<file path="src/rtl/anim_sequencer.sv">
// anim_sequencer
// Frame-rate animation controller for the tile renderer.
//   - Divides the per-video-frame tick into the idle "wobble" phase index
//     shared by every sprite (animation_count).
//   - Sequences one move transition at a time: accepts a move from game
//     logic, steps it across MOVE_FRAMES video frames, then pulses move_done
//     and advances the walk-cycle sprite index.
//
// Ports
//   Clk              system clock
//   reset            synchronous, active-high
//   frame_tick       one-cycle pulse per video frame
//   pause            freeze request (only honoured when ANIM_PAUSE_EN is defined)
//   move_valid       game logic has a move to animate
//   move_ready       sequencer can accept a move (IDLE)
//   move_busy        move transition in progress (ARMED or MOVING)
//   move_step[3:0]   interpolation step, 0..MOVE_FRAMES-1
//   move_done        one-cycle pulse at end of transition
//   walk_frame[1:0]  walk-cycle sprite index, +1 mod 4 per completed move
//   animation_count[1:0] current wobble phase, 0..NUM_PHASES-1
//
// Build option
//   ANIM_PAUSE_EN    when defined, pause=1 masks frame_tick for both the
//                    wobble counters and the move sequencer. When undefined,
//                    pause is ignored.
//
// All outputs are registered.

module anim_sequencer #(
    parameter int FRAMES_PER_PHASE = 20,
    parameter int NUM_PHASES       = 3,
    parameter int MOVE_FRAMES      = 8
) (
    input  logic       Clk,
    input  logic       reset,
    input  logic       frame_tick,
    input  logic       pause,
    input  logic       move_valid,
    output logic       move_ready,
    output logic       move_busy,
    output logic [3:0] move_step,
    output logic       move_done,
    output logic [1:0] walk_frame,
    output logic [1:0] animation_count
);

    localparam logic [7:0] SUB_LAST   = 8'(FRAMES_PER_PHASE - 1);
    localparam logic [1:0] PHASE_LAST = 2'(NUM_PHASES - 1);
    localparam logic [3:0] STEP_LAST  = 4'(MOVE_FRAMES - 1);

    typedef enum logic [1:0] {
        S_IDLE   = 2'd0,
        S_ARMED  = 2'd1,
        S_MOVING = 2'd2,
        S_DONE   = 2'd3
    } state_t;

    // Effective frame tick seen by both counters.
    logic tick_eff;

`ifdef ANIM_PAUSE_EN
    assign tick_eff = frame_tick & ~pause;
`else
    logic unused_pause;
    assign unused_pause = pause;
    assign tick_eff     = frame_tick;
`endif

    // ------------------------------------------------------------------
    // Wobble phase divider
    // ------------------------------------------------------------------
    logic [7:0] sub_cnt;

    always_ff @(posedge Clk) begin
        if (reset) begin
            sub_cnt         <= 8'd0;
            animation_count <= 2'd0;
        end else if (tick_eff) begin
            if (sub_cnt == SUB_LAST) begin
                sub_cnt         <= 8'd0;
                animation_count <= (animation_count == PHASE_LAST) ? 2'd0
                                                                   : animation_count + 2'd1;
            end else begin
                sub_cnt <= sub_cnt + 8'd1;
            end
        end
    end

    // ------------------------------------------------------------------
    // Move sequencer
    // ------------------------------------------------------------------
    state_t     state;
    state_t     state_nxt;
    logic [3:0] step_nxt;
    logic [1:0] walk_nxt;

    always_comb begin
        state_nxt = state;
        step_nxt  = move_step;
        walk_nxt  = walk_frame;
        case (state)
            S_IDLE: begin
                step_nxt = 4'd0;
                if (move_valid) begin
                    state_nxt = S_ARMED;
                end
            end
            S_ARMED: begin
                // The tick in the accept cycle was seen while still IDLE, so
                // the first tick counted here is always a fresh frame.
                step_nxt = 4'd0;
                if (tick_eff) begin
                    state_nxt = S_MOVING;
                end
            end
            S_MOVING: begin
                if (tick_eff) begin
                    if (move_step == STEP_LAST) begin
                        // Step holds at its last value through the DONE cycle;
                        // walk_frame advances together with move_done.
                        state_nxt = S_DONE;
                        walk_nxt  = walk_frame + 2'd1;
                    end else begin
                        step_nxt = move_step + 4'd1;
                    end
                end
            end
            S_DONE: begin
                state_nxt = S_IDLE;
                step_nxt  = 4'd0;
            end
            default: begin
                state_nxt = S_IDLE;
                step_nxt  = 4'd0;
            end
        endcase
    end

    // Status outputs are registered from the next state so they line up
    // with the state register.
    always_ff @(posedge Clk) begin
        if (reset) begin
            state      <= S_IDLE;
            move_step  <= 4'd0;
            walk_frame <= 2'd0;
            move_ready <= 1'b1;
            move_busy  <= 1'b0;
            move_done  <= 1'b0;
        end else begin
            state      <= state_nxt;
            move_step  <= step_nxt;
            walk_frame <= walk_nxt;
            move_ready <= (state_nxt == S_IDLE);
            move_busy  <= (state_nxt == S_ARMED) || (state_nxt == S_MOVING);
            move_done  <= (state_nxt == S_DONE);
        end
    end

endmodule
</file>
<file path="config.mk">
export PLATFORM = sky130hd
export DESIGN_NAME = anim_sequencer
export DESIGN_NICKNAME = d
export VERILOG_FILES = /design/src/rtl/anim_sequencer.sv
export SDC_FILE = /design/constraint.sdc
export NUM_CORES = 1
export LEC_CHECK = 0
export ABC_CLOCK_PERIOD_IN_PS = 2800
export CORE_MARGIN = 1.5
export CORE_UTILIZATION = 53
export DETAILED_ROUTE_END_ITERATION = 8
export MAX_ROUTING_LAYER = met4
export PLACE_DENSITY = 0.8
export SYNTH_ARGS = -nofsm -noshare
export SYNTH_HDL_FRONTEND = slang
export SYNTH_SLANG_ARGS = --single-unit
</file>
<file path="constraint.sdc">
create_clock -name Clk -period 2.8 [get_ports Clk]
set_clock_uncertainty 0.1 [all_clocks]
set_input_delay 0.42 -clock Clk [delete_from_list [all_inputs] [get_ports Clk]]
set_output_delay 0.42 -clock Clk [all_outputs]
set_load 0.005 [all_outputs]
</file>
# After elaboration in Yosys (flattened, before gate mapping)
# Cells that the tools add are included.
# word_totals
reg_bits	21
out_inout_bits	11
# classes
addsub	4
eq_ne	11
muxes	10
n_reduce_logical	7
# op_table
cell	n
$eq 2x2->1 const B	5
$mux 2	5
$add 8x1->8 const B	1
$eq 8x5->1 const B	1
$mux 4	2
$mux 8	1
$pmux 2 s4	1
$pmux 4 s2	1
$add 2x1->2 const B	2
$add 4x1->4 const B	1
$eq 2x1->1 const B	2
$eq 4x3->1 const B	1
$logic_not 2->1	2
$ne 2x2->1 const B	2
$reduce_and 2->1	2
$reduce_and 3->1	1
$reduce_or 3->1	1
$logic_or 1x1->1	1

# Longest topological paths before layout
# logic_depth
word_depth	6
ltp_mapped	4
ltp_nobuf	4

# Worst setup path after synthesis
# No wires, ideal clock.
# synth_timing
path_type	register to register
from	register sub_cnt[5]
to	register animation_count[1]
setup_ps	70
t_arrival_ps	1418
setup_slack_ps	1212
stages_incl_launch_ff	4
n_path_buf	0
cell_sequence	dfxtp_1 or4_4 or4_1 a21oi_1
# synth_via
elab_chain_cells	2
# synth_lines
item	line_no	rtl
start, declared	72	logic [7:0] sub_cnt;
start signal, assigned	84	sub_cnt <= sub_cnt + 8'd1;
$eq 8x5->1	79	if (sub_cnt == SUB_LAST) begin
$reduce_and 2->1 (no source line)	--	
end signal, assigned	81	animation_count <= (animation_count == PHASE_LAST) ? 2'd0
end, declared	44	output logic [1:0] animation_count
# Every way passes these cells.
# A chain may end at the register's enable or synchronous reset.

# Worst setup path after layout
# layout_timing
from	input frame_tick
to	register walk_frame[1]
# layout_via
elab_chain_cells	1
# layout_lines
item	line_no	rtl
start, declared	36	input logic frame_tick,
$reduce_and 3->1 (no source line)	--	
end signal, assigned	152	walk_frame <= walk_nxt;
end, declared	43	output logic [1:0] walk_frame,
# Every way passes these cells.

==> flow_summary.ini <==
[timing]
finalCriticalPeriod_ns = 1.83
hold_slack_ns = 0.397
final_max_slew_viol_count = 0
worst_slew_pin_slew_ns = 0.490
rsz0062_at_grt = no
setup_viol = 0
fin_crit_sh = 0.654
slew_headroom = 0.673
clock.fmax_mhz = 546
fin_ws_ns = 0.969
fin_setup_tns_ns = 0
hold_violations = 0

[placement]
io_buffer_count = 14
dp_hpwl_mm = 1.21
place_ws_ns = 0.658
gp_congestion = 0.852

[setup_path]
rr_worst_depth = 3
worst_path_largest_cell_delay_ns = 0.62
rr_startpoint = sub_cnt[5]
path_cells = clkdlybuf4s50_1 > inv_1 > nor4_1 > mux2_2
r2r-end = animation_count[0]
crit_type = input pin to flop
endpoint_kind = flop
worst_path_max_delay_cell = clkdlybuf4s50_1
critPathBufInv = 2
crit_family = buffers and inverters
r2r_slack_ns = 1.12
crit_path_start_kind = input pin
cp.arrival_ns = 1.92
required_ns = 2.89
path_max_fanout = 7

[detailed_routing]
wl_per_cell_um = 12.2
first_iter_violations = 17
wl_mm = 1.63
drc_errors = 0
viasPerCell = 5.80
vias = 772
antenna_left = 0
dr.pass1.iters = 6

[clock_network]
cts_sinks = 21
cts_root_buffer = clkbuf_4
post_cts_buffers = 0
clk_latency_ns = 0.29
ctsHtreeMaxLevel = 1
cts_resized = 0
path_clk_slew_ns = 0.11
clockBufferDepth = 2
cts_tree = done
ctsHoldBuffers = 0
cts_buffers = 3

[final_layout]
multi_input_area_um2 = 459
drive_above_1_share = 0.0769
synthToLayoutAreaGrowth_pct = 20.5
final_nets = 125
n_antenna_cell = 0
seqCellArea_um2 = 420
fillers = 119

[die]
die_y_um = 44.3
boundaryPins = 16
die_x_um = 44.3
die-area_um2 = 1960
rows = 14
initial_core_util = 0.579
fp.coreArea_um2 = 1560

[synthesis]
synth_cell_types = 34
synth_edf_count = 0
seq_area_frac_synth = 0.465
syn_area_per_cell_um2 = 9.03
syn_nets = 107
synthArstFlopShare = 0
netlist_area_um2 = 903
ys_top_cells_by_area = dfxtp_1 47%, a21oi_1 7.2%, o21ai_0 4.4%
synth_warnings = 0
synth_ff_type = dfxtp_1
synth-seq-cells = 21
synth_top_area_frac = 0.465
syn_inst = 100
yosys.area.top_type = dfxtp_1

[grt]
grt_pass1_vias = 657
grt_overflow = 0
grt_pass1_wl_mm = 2.86
antenna_found_initial = 0
grt.total_usage = 0.204
grt_max_degree = 13

[hold_path]
hp-start = sub_cnt[7]
holdPathStages = 2
hp-class = flop to flop
min_to = sub_cnt[7]

[run_status]
status = finished clean

[pwr]
finalPower_w = 0.000496
p_leak_nw = 0.377
power_density_nw_per_um2 = 455
peakVddDrop_uv = 330

[flow_run]
drv_cap = 0
==> final cells by class <==
class                   count  area share
flip-flops and latches     21       0.386
repair buffers             15       0.136
well taps                  16      0.0184
clock buffers               4      0.0241
multi-input cells          73       0.422
inverters                   4      0.0138
==> Yosys cell counts, types with 2 or more instances <==
library cell and instances:
nor2_1 8, nand4_1 4, a21oi_1 13, ha_1 2
nor4_1 2, dfxtp_1 21, xor2_1 3, o21ai_0 8
or3_1 3, inv_1 4, or4_1 3, nand3_1 5
nand3b_1 2, nor3_1 2
==> layout by cell type, fill, tap and decap left out <==
| master | synthesis | final |
|---|---|---|
| nor4_1 | 2 | 2 |
| or3_2 | 1 | 1 |
| nand2_1 | 1 | 1 |
| a21oi_1 | 13 | 13 |
| o21ai_0 | 8 | 8 |
| xnor2_1 | 1 | 1 |
| nor2_1 | 8 | 8 |
| nand4b_1 | 1 | 1 |
| clkbuf_4 | 0 | 3 |
| or4_4 | 1 | 1 |
| nor2b_1 | 1 | 1 |
| or4_1 | 3 | 3 |
| nand3_1 | 5 | 5 |
| mux2i_1 | 1 | 1 |
| nor3_1 | 2 | 2 |
| clkbuf_1 | 1 | 1 |
| dfxtp_1 | 21 | 21 |
| a211oi_1 | 1 | 1 |
| nand4_1 | 4 | 4 |
| o21bai_1 | 1 | 1 |
| nand2b_1 | 1 | 1 |
| ha_1 | 2 | 2 |
| or2_2 | 1 | 1 |
| inv_1 | 4 | 4 |
| buf_4 | 0 | 1 |
| a211o_1 | 1 | 1 |
| mux2_2 | 1 | 1 |
| or3_1 | 3 | 3 |
| and3b_1 | 1 | 1 |
| nor3b_1 | 1 | 1 |
| xor2_1 | 3 | 3 |
| o31ai_1 | 1 | 1 |
| nand3b_1 | 2 | 2 |
| clkdlybuf4s50_1 | 0 | 14 |
| or3b_2 | 1 | 1 |
| o21a_1 | 1 | 1 |
==> sequential cells by signal (all words and copies together) (netlist names) <==
name and count:
move_busy 1, sub_cnt 8, animation_count 2, move_ready 1, move_done 1, state 2, move_step 4, walk_frame 2
==> worst register-to-register path, cell delays in order, from the launching register on <==
cell and delay [ns]:
dfxtp_1 0.36, or4_4 0.56, or4_1 0.47, a21oi_1 0.13
==> worst max path at each step <==
stage,start,to,cells past startpoint
2_1_floorplan,sub_cnt[5],animation_count[1],3
3_3_place_gp,frame_tick,walk_frame[1],4
3_5_place_dp,frame_tick,walk_frame[1],4
4_1_cts,frame_tick,sub_cnt[5],5
5_1_grt,frame_tick,sub_cnt[5],5
6_report,frame_tick,walk_frame[1],4
==> per-stage QoR <==
step	std cells	utilization	area (um^2)
after floorplan	100	-	903
after global placement	129	0.681	1060
after detailed placement	129	0.681	1060
after CTS	133	0.698	1090
after global routing	133	0.698	1090
final	133	0.698	1090
==> metal layers <==
metal / GRT usage / up-vias / share of wire / wire, um
met5: - / - / 0 / 0
met4: 0.0727 / 0 / 0.0080 / 13
met3: 0.0490 / 2 / 0.028 / 46
met2: 0.294 / 14 / 0.44 / 718
met1: 0.279 / 349 / 0.52 / 851
li1: - / 407 / - / -
==> where the power goes <==
part,internal [W],switching [W],total [W]
combinational,0.0000210,0.0000194,0.0000404
clock,0.0000553,0.0000832,0.000139
sequential,0.000308,0.00000917,0.000317
==> kinds of logic (layout without fill, tap and decap cells) <==
kind of cell | after synthesis | in the layout | synth area share
muxes | 2 | 2 | 0.0235
DFF | 21 | 21 | 0.465
buffers and inverters | 6 | 23 | 0.0263
and+or+nand+nor | 39 | 39 | 0.259
AOI/OAI and AO/OA | 26 | 26 | 0.159
xor gates and xnor gates | 4 | 4 | 0.0388
adders and majority gates | 2 | 2 | 0.0277
(Power assumes the default switching activity.)
